$ cat src/rtl/ysyx_23060191_div_seq.sv
`default_nettype none
// ============================================================================
// Module  : ysyx_23060191_div_seq
// Brief   : Multi-cycle radix-2 restoring divider for RV32M DIV/DIVU/REM/REMU
// Revision: 1.0 - initial release
// ============================================================================
module ysyx_23060191_div_seq #(
  parameter int WIDTH = 32
) (
  input  logic             i_clk,
  input  logic             i_rst,
  input  logic             i_flush,
  input  logic             i_div_valid,
  output logic             o_div_ready,
  input  logic [WIDTH-1:0] i_div_in1,
  input  logic [WIDTH-1:0] i_div_in2,
  input  logic             i_div_signed,
  input  logic             i_div_rem_sel,
  output logic             o_res_valid,
  input  logic             i_res_ready,
  output logic [WIDTH-1:0] o_div_res
);

  localparam int CW = $clog2(WIDTH);
  localparam logic [CW-1:0] LAST = CW'(WIDTH - 1);
  localparam logic [WIDTH-1:0] MIN_INT = {1'b1, {(WIDTH-1){1'b0}}};

  typedef enum logic [1:0] {
    IDLE = 2'd0,
    CALC = 2'd1,
    DONE = 2'd2
  } state_t;

  state_t state, state_nxt;

  logic [WIDTH-1:0] dvd, dvs, rem, spec_res, res;
  logic [CW-1:0]    cnt;
  logic             neg_q, neg_r, rem_sel, special;

  logic             accept;
  logic             in1_neg, in2_neg, div_zero, overflow;
  logic [WIDTH-1:0] abs_in1, abs_in2;
  logic [WIDTH:0]   shifted, diff;
  logic             ge;
  logic [WIDTH-1:0] step_rem, step_dvd, q_fix, r_fix, final_res;

  assign o_div_ready = (state == IDLE) && !i_flush;
  assign o_res_valid = (state == DONE);
  assign o_div_res   = res;
  assign accept      = i_div_valid && o_div_ready;

  assign in1_neg  = i_div_signed && i_div_in1[WIDTH-1];
  assign in2_neg  = i_div_signed && i_div_in2[WIDTH-1];
  assign abs_in1  = in1_neg ? -i_div_in1 : i_div_in1;
  assign abs_in2  = in2_neg ? -i_div_in2 : i_div_in2;
  assign div_zero = (i_div_in2 == '0);
  assign overflow = i_div_signed && (i_div_in1 == MIN_INT) && (i_div_in2 == '1);

  // One restoring step; the extra top bit makes the borrow the compare result.
  assign shifted  = {rem, dvd[WIDTH-1]};
  assign diff     = shifted - {1'b0, dvs};
  assign ge       = !diff[WIDTH];
  assign step_rem = ge ? diff[WIDTH-1:0] : shifted[WIDTH-1:0];
  assign step_dvd = {dvd[WIDTH-2:0], ge};

  assign q_fix     = neg_q ? -step_dvd : step_dvd;
  assign r_fix     = neg_r ? -step_rem : step_rem;
  assign final_res = special ? spec_res : (rem_sel ? r_fix : q_fix);

  always_ff @(posedge i_clk or posedge i_rst) begin
    if (i_rst) state <= IDLE;
    else       state <= state_nxt;
  end

  always_comb begin
    state_nxt = state;
    if (i_flush) begin
      state_nxt = IDLE;
    end else begin
      case (state)
        IDLE:    if (accept) state_nxt = CALC;
        CALC:    if (cnt == LAST) state_nxt = DONE;
        DONE:    if (i_res_ready) state_nxt = IDLE;
        default: state_nxt = IDLE;
      endcase
    end
  end

  // Special cases spend a single CALC cycle (counter preset to LAST) so they
  // surface one cycle after acceptance with the precomputed result.
  always_ff @(posedge i_clk or posedge i_rst) begin
    if (i_rst) begin
      dvd      <= '0;
      dvs      <= '0;
      rem      <= '0;
      spec_res <= '0;
      res      <= '0;
      cnt      <= '0;
      neg_q    <= 1'b0;
      neg_r    <= 1'b0;
      rem_sel  <= 1'b0;
      special  <= 1'b0;
    end else if (!i_flush) begin
      case (state)
        IDLE: begin
          if (accept) begin
            dvd      <= abs_in1;
            dvs      <= abs_in2;
            rem      <= '0;
            neg_q    <= in1_neg ^ in2_neg;
            neg_r    <= in1_neg;
            rem_sel  <= i_div_rem_sel;
            special  <= div_zero || overflow;
            cnt      <= (div_zero || overflow) ? LAST : '0;
            if (div_zero) spec_res <= i_div_rem_sel ? i_div_in1 : '1;
            else          spec_res <= i_div_rem_sel ? '0 : MIN_INT;
          end
        end
        CALC: begin
          dvd <= step_dvd;
          rem <= step_rem;
          cnt <= cnt + CW'(1);
          if (cnt == LAST) res <= final_res;
        end
        default: ;
      endcase
    end
  end

endmodule
`default_nettype wire

$ cat config.mk
export PLATFORM = sky130hd
export DESIGN_NAME = ysyx_23060191_div_seq
export DESIGN_NICKNAME = d
export VERILOG_FILES = /design/src/rtl/ysyx_23060191_div_seq.sv
export SDC_FILE = /design/constraint.sdc
export NUM_CORES = 1
export LEC_CHECK = 0
export ABC_AREA = 1
export BUFFER_PORTS_ARGS = -buffer_cell sky130_fd_sc_hd__buf_2
export CAP_MARGIN = 5
export CORE_MARGIN = 2
export CORE_UTILIZATION = 44
export CTS_BUF_LIST = sky130_fd_sc_hd__clkbuf_4 sky130_fd_sc_hd__clkbuf_8
export CTS_CLUSTER_DIAMETER = 120
export DETAILED_ROUTE_END_ITERATION = 10
export PLACE_DENSITY = 0.64
export SETUP_SLACK_MARGIN = 0.15
export SLEW_MARGIN = 25
export SYNTH_ARGS = -nofsm -noshare
export SYNTH_HDL_FRONTEND = slang
export SYNTH_SLANG_ARGS = --single-unit
$ cat constraint.sdc
create_clock -name i_clk -period 5.5 [get_ports i_clk]
set_input_delay 1.1 -clock i_clk [delete_from_list [all_inputs] [get_ports i_clk]]
set_output_delay 1.1 -clock i_clk [all_outputs]
set_load 0.03 [all_outputs]
==> results.md <==
* Pin count of the biggest net entering global routing at 172
* Synth-to-layout area growth at 8.47%
* Final setup viols at 0
* Max-cap violations at 0
* Cells after synthesis at ~2300
* Antenna violations before repair at 1
* Leakage Power at about 8.4 nW
* Share of layout cells above drive strength 1 at 0.0928
* Count of pins over their slew limit at 0
* Cell area after technology mapping at roughly 0.014 mm^2
* Async SR Flop Fraction at 1.00
* Global router's overall resource usage at 0.308
* Congestion Overflow GR at 0
* Class of the most critical hold timing path: reg2reg
* Clock Path Buffers at 2
* Number of sinks on the clock net at 171
* Cts hold-fix bufs at 0
* Maximum net fanout on the critical path at 12
* Status: finished, final reports clean
* Antenna Nets Post-Route at 0
* Most prevalent standard cell on the critical path: sky130_fd_sc_hd__nand2_1
* Share of synthesized area occupied by flip-flops and latches at 0.296
* Critical path data required time at 5.91 ns
* CTS tree: done
* Routability congestion estimate at 0.980
* Clock network latency to the later pin of the worst-skew pair at approximately 0.51 ns
* Power consumption at approximately 7.6 mW
* Root Buffer Master: sky130_fd_sc_hd__clkbuf_8
* Least-Margin Pin Slew at around 1.0 ns
* Post-cts gate resize count at 0
* Fillers at between 3000 and 4000
* Number of clock buffers inserted by TritonCTS at 17
* Count of vias placed by the detailed router at ~15000
* Die Width at 185 um
* Final hold violation count at 0
* Dominant synthesized flop cell: sky130_fd_sc_hd__dfrtp_1
* Overall die area at ~0.034 mm^2
* Largest voltage drop on the vdd net at roughly 0.26 mV
* Total length of routed wires at approximately 52 mm
* # rows at between 60 and 70
* Layout Utilization at 0.483
* Initial core utilization at 0.445
* Power per cell area at ~490 mW/mm^2
* First-pass GRT wire length at 79.5 mm
* DP Wirelength at between 30 and 40 mm
* Master of the slowest instance on the critical path: sky130_fd_sc_hd__fa_1
* Die Y-Extent at 185 um
* Count of distinct cell types in the synthesized netlist at 51
* Final worst path period need at 4.55 ns
* Number of antenna diodes at 0
* Arrival time of data at the critical path endpoint at 4.97 ns
* Delay contributed by the slowest stage of the critical path at around 0.43 ns
* Net count of the finished layout at between 2000 and 2500
* Startpoint type of the worst setup path: flop
* Area inside the core boundary at between 0.03 and 0.04 mm^2
* Final Instance Area at approximately 0.016 mm^2
* Total cell area at the placement stage at ~0.015 mm^2
* Upper clock frequency limit at 220 MHz
* Mean instance size in the synthesized netlist at ~6.2 um^2
* Iteration count of the initial detailed-routing pass at 6
* Number of I/O port buffers at 104
* Number of enable flip-flop cells after synthesis at 0
* Setup repair after global routing missed its margin: no
* Count of state elements after synthesis at ~170
* Accumulated negative setup slack at 0 ns
* DRC violation total after the first TritonRoute iteration at approximately 1500
* Critical path capture point type: flop
* Worst Clk Skew at slightly above 0.02 ns
* Headroom to the max-slew limit at 0.306
* Post-CTS Setup Inserts at 0
* CTS H-Tree Depth at 4
* Clock input transition at the sequential cells of the worst setup and hold paths at roughly 0.11 ns
* Post-route fraction of the period consumed by the critical path at 0.827
* DRC Markers at 0
* Via count of the first global-routing pass at 13900
* Vias per std cell at between 5 and 6
* Number of primary I/O pins at about 110
* Kind of critical path: reg2reg
* Synth warnings at 0
* Wirelength per Cell at ~18 um
* Post-synth net total at around 2400
## Yosys cell counts, drive strengths merged (5+ instances only)
cell type	number	area share
dfrtp	171	0.30
o211ai	27	0.014
a31oi	14	0.0061
inv	349	0.091
ha	39	0.034
nand3	152	0.056
nand4	26	0.011
buf	22	0.013
nor3	32	0.012
nand3b	9	0.0047
nor4	10	0.0043
o21ai	203	0.070
a21oi	119	0.042
o22ai	50	0.022
nand2	758	0.21
nor2	193	0.053
xor2	38	0.023
xnor2	8	0.0049
o31ai	5	0.0026
clkbuf	66	0.017
## cells by family after synthesis
family	after synthesis	share of synthesized area
AO/OA/AOI/OAI	432	0.165
XOR/XNOR	46	0.0279
adder cells (fa/ha/maj)	40	0.0352
buffers and inverters	440	0.122
flip-flops	171	0.296
AND/OR/NAND/NOR	1190	0.354
## final timing paths
check | cells past startpoint | slack, ns | start | end
worst min register to register | 2 | 0.49 | o_div_res[3] | o_div_res[3]
min in group asynchronous | 3 | 0.69 | i_rst | dvs[12]
worst min-delay path | 2 | 0.49 | o_div_res[3] | o_div_res[3]
worst max register to register | 32 | 0.95 | dvd[31] | o_div_res[30]
max in group asynchronous | 4 | 3.92 | i_rst | o_div_res[29]
worst max-delay path | 32 | 0.95 | dvd[31] | o_div_res[30]
## worst max-delay path, delay by kind of cell (launching register included)
kind	cells	cell delay [ns]
buf+inv	2	0.19
fa+ha+maj	3	0.85
flops	1	0.33
simple gates	25	2.62
compound gates	2	0.46
## cell type report
type                            count  area [um^2]  area share
Clock buffer                       18          248      0.0158
Clock inverter                     14          181      0.0116
Inverter                          352         1330      0.0846
Multi-Input combinational cell   1708         8410       0.537
Sequential cell                   171         4280       0.273
Tap cell                          442          553      0.0353
Timing Repair Buffer              119          666      0.0425
## metal layers
metal  GRT usage  share of wire  up-vias
li1            -              -     7555
met1       0.444           0.46     7071
met2       0.448           0.42      620
met3      0.0674          0.088       76
met4       0.114          0.032        0
met5           0              0        -
## cells in the final DEF, fill, tap and decap left out, types with 29 or more instances in the layout
cell,Yosys,routed
sky130_fd_sc_hd__nand2_1,725,723
sky130_fd_sc_hd__inv_1,345,343
sky130_fd_sc_hd__o21ai_0,192,191
sky130_fd_sc_hd__nor2_1,180,179
sky130_fd_sc_hd__dfrtp_1,171,171
sky130_fd_sc_hd__nand3_1,148,148
sky130_fd_sc_hd__a21oi_1,117,117
sky130_fd_sc_hd__buf_2,5,104
sky130_fd_sc_hd__o22ai_1,50,50
sky130_fd_sc_hd__ha_1,39,39
sky130_fd_sc_hd__xor2_1,38,38
sky130_fd_sc_hd__nor3_1,29,29
## power by group
group          internal (mW)  switching [mW]
combinational           1.45            3.54
sequential              1.44           0.174
clock                  0.472           0.553
total                   3.36            4.27
## per-stage QoR
step	worst slack [ns]	std cells	hold slack, ns
detailed placement	1.03	2791	0.462
CTS	1.01	2823	0.488
global placement	1.03	2791	0.461
floorplan	1.44	2319	0.453
finish	0.949	2824	0.486
global route	0.476	2824	0.510
## state kept, by name, summed over array words and instances, names as in the netlist
name       flops
cnt            5
dvd           32
dvs           32
neg_q          1
neg_r          1
o_div_res     32
rem           32
rem_sel        1
spec_res      32
special        1
state          2
Power figures use the tool's default switching activity.
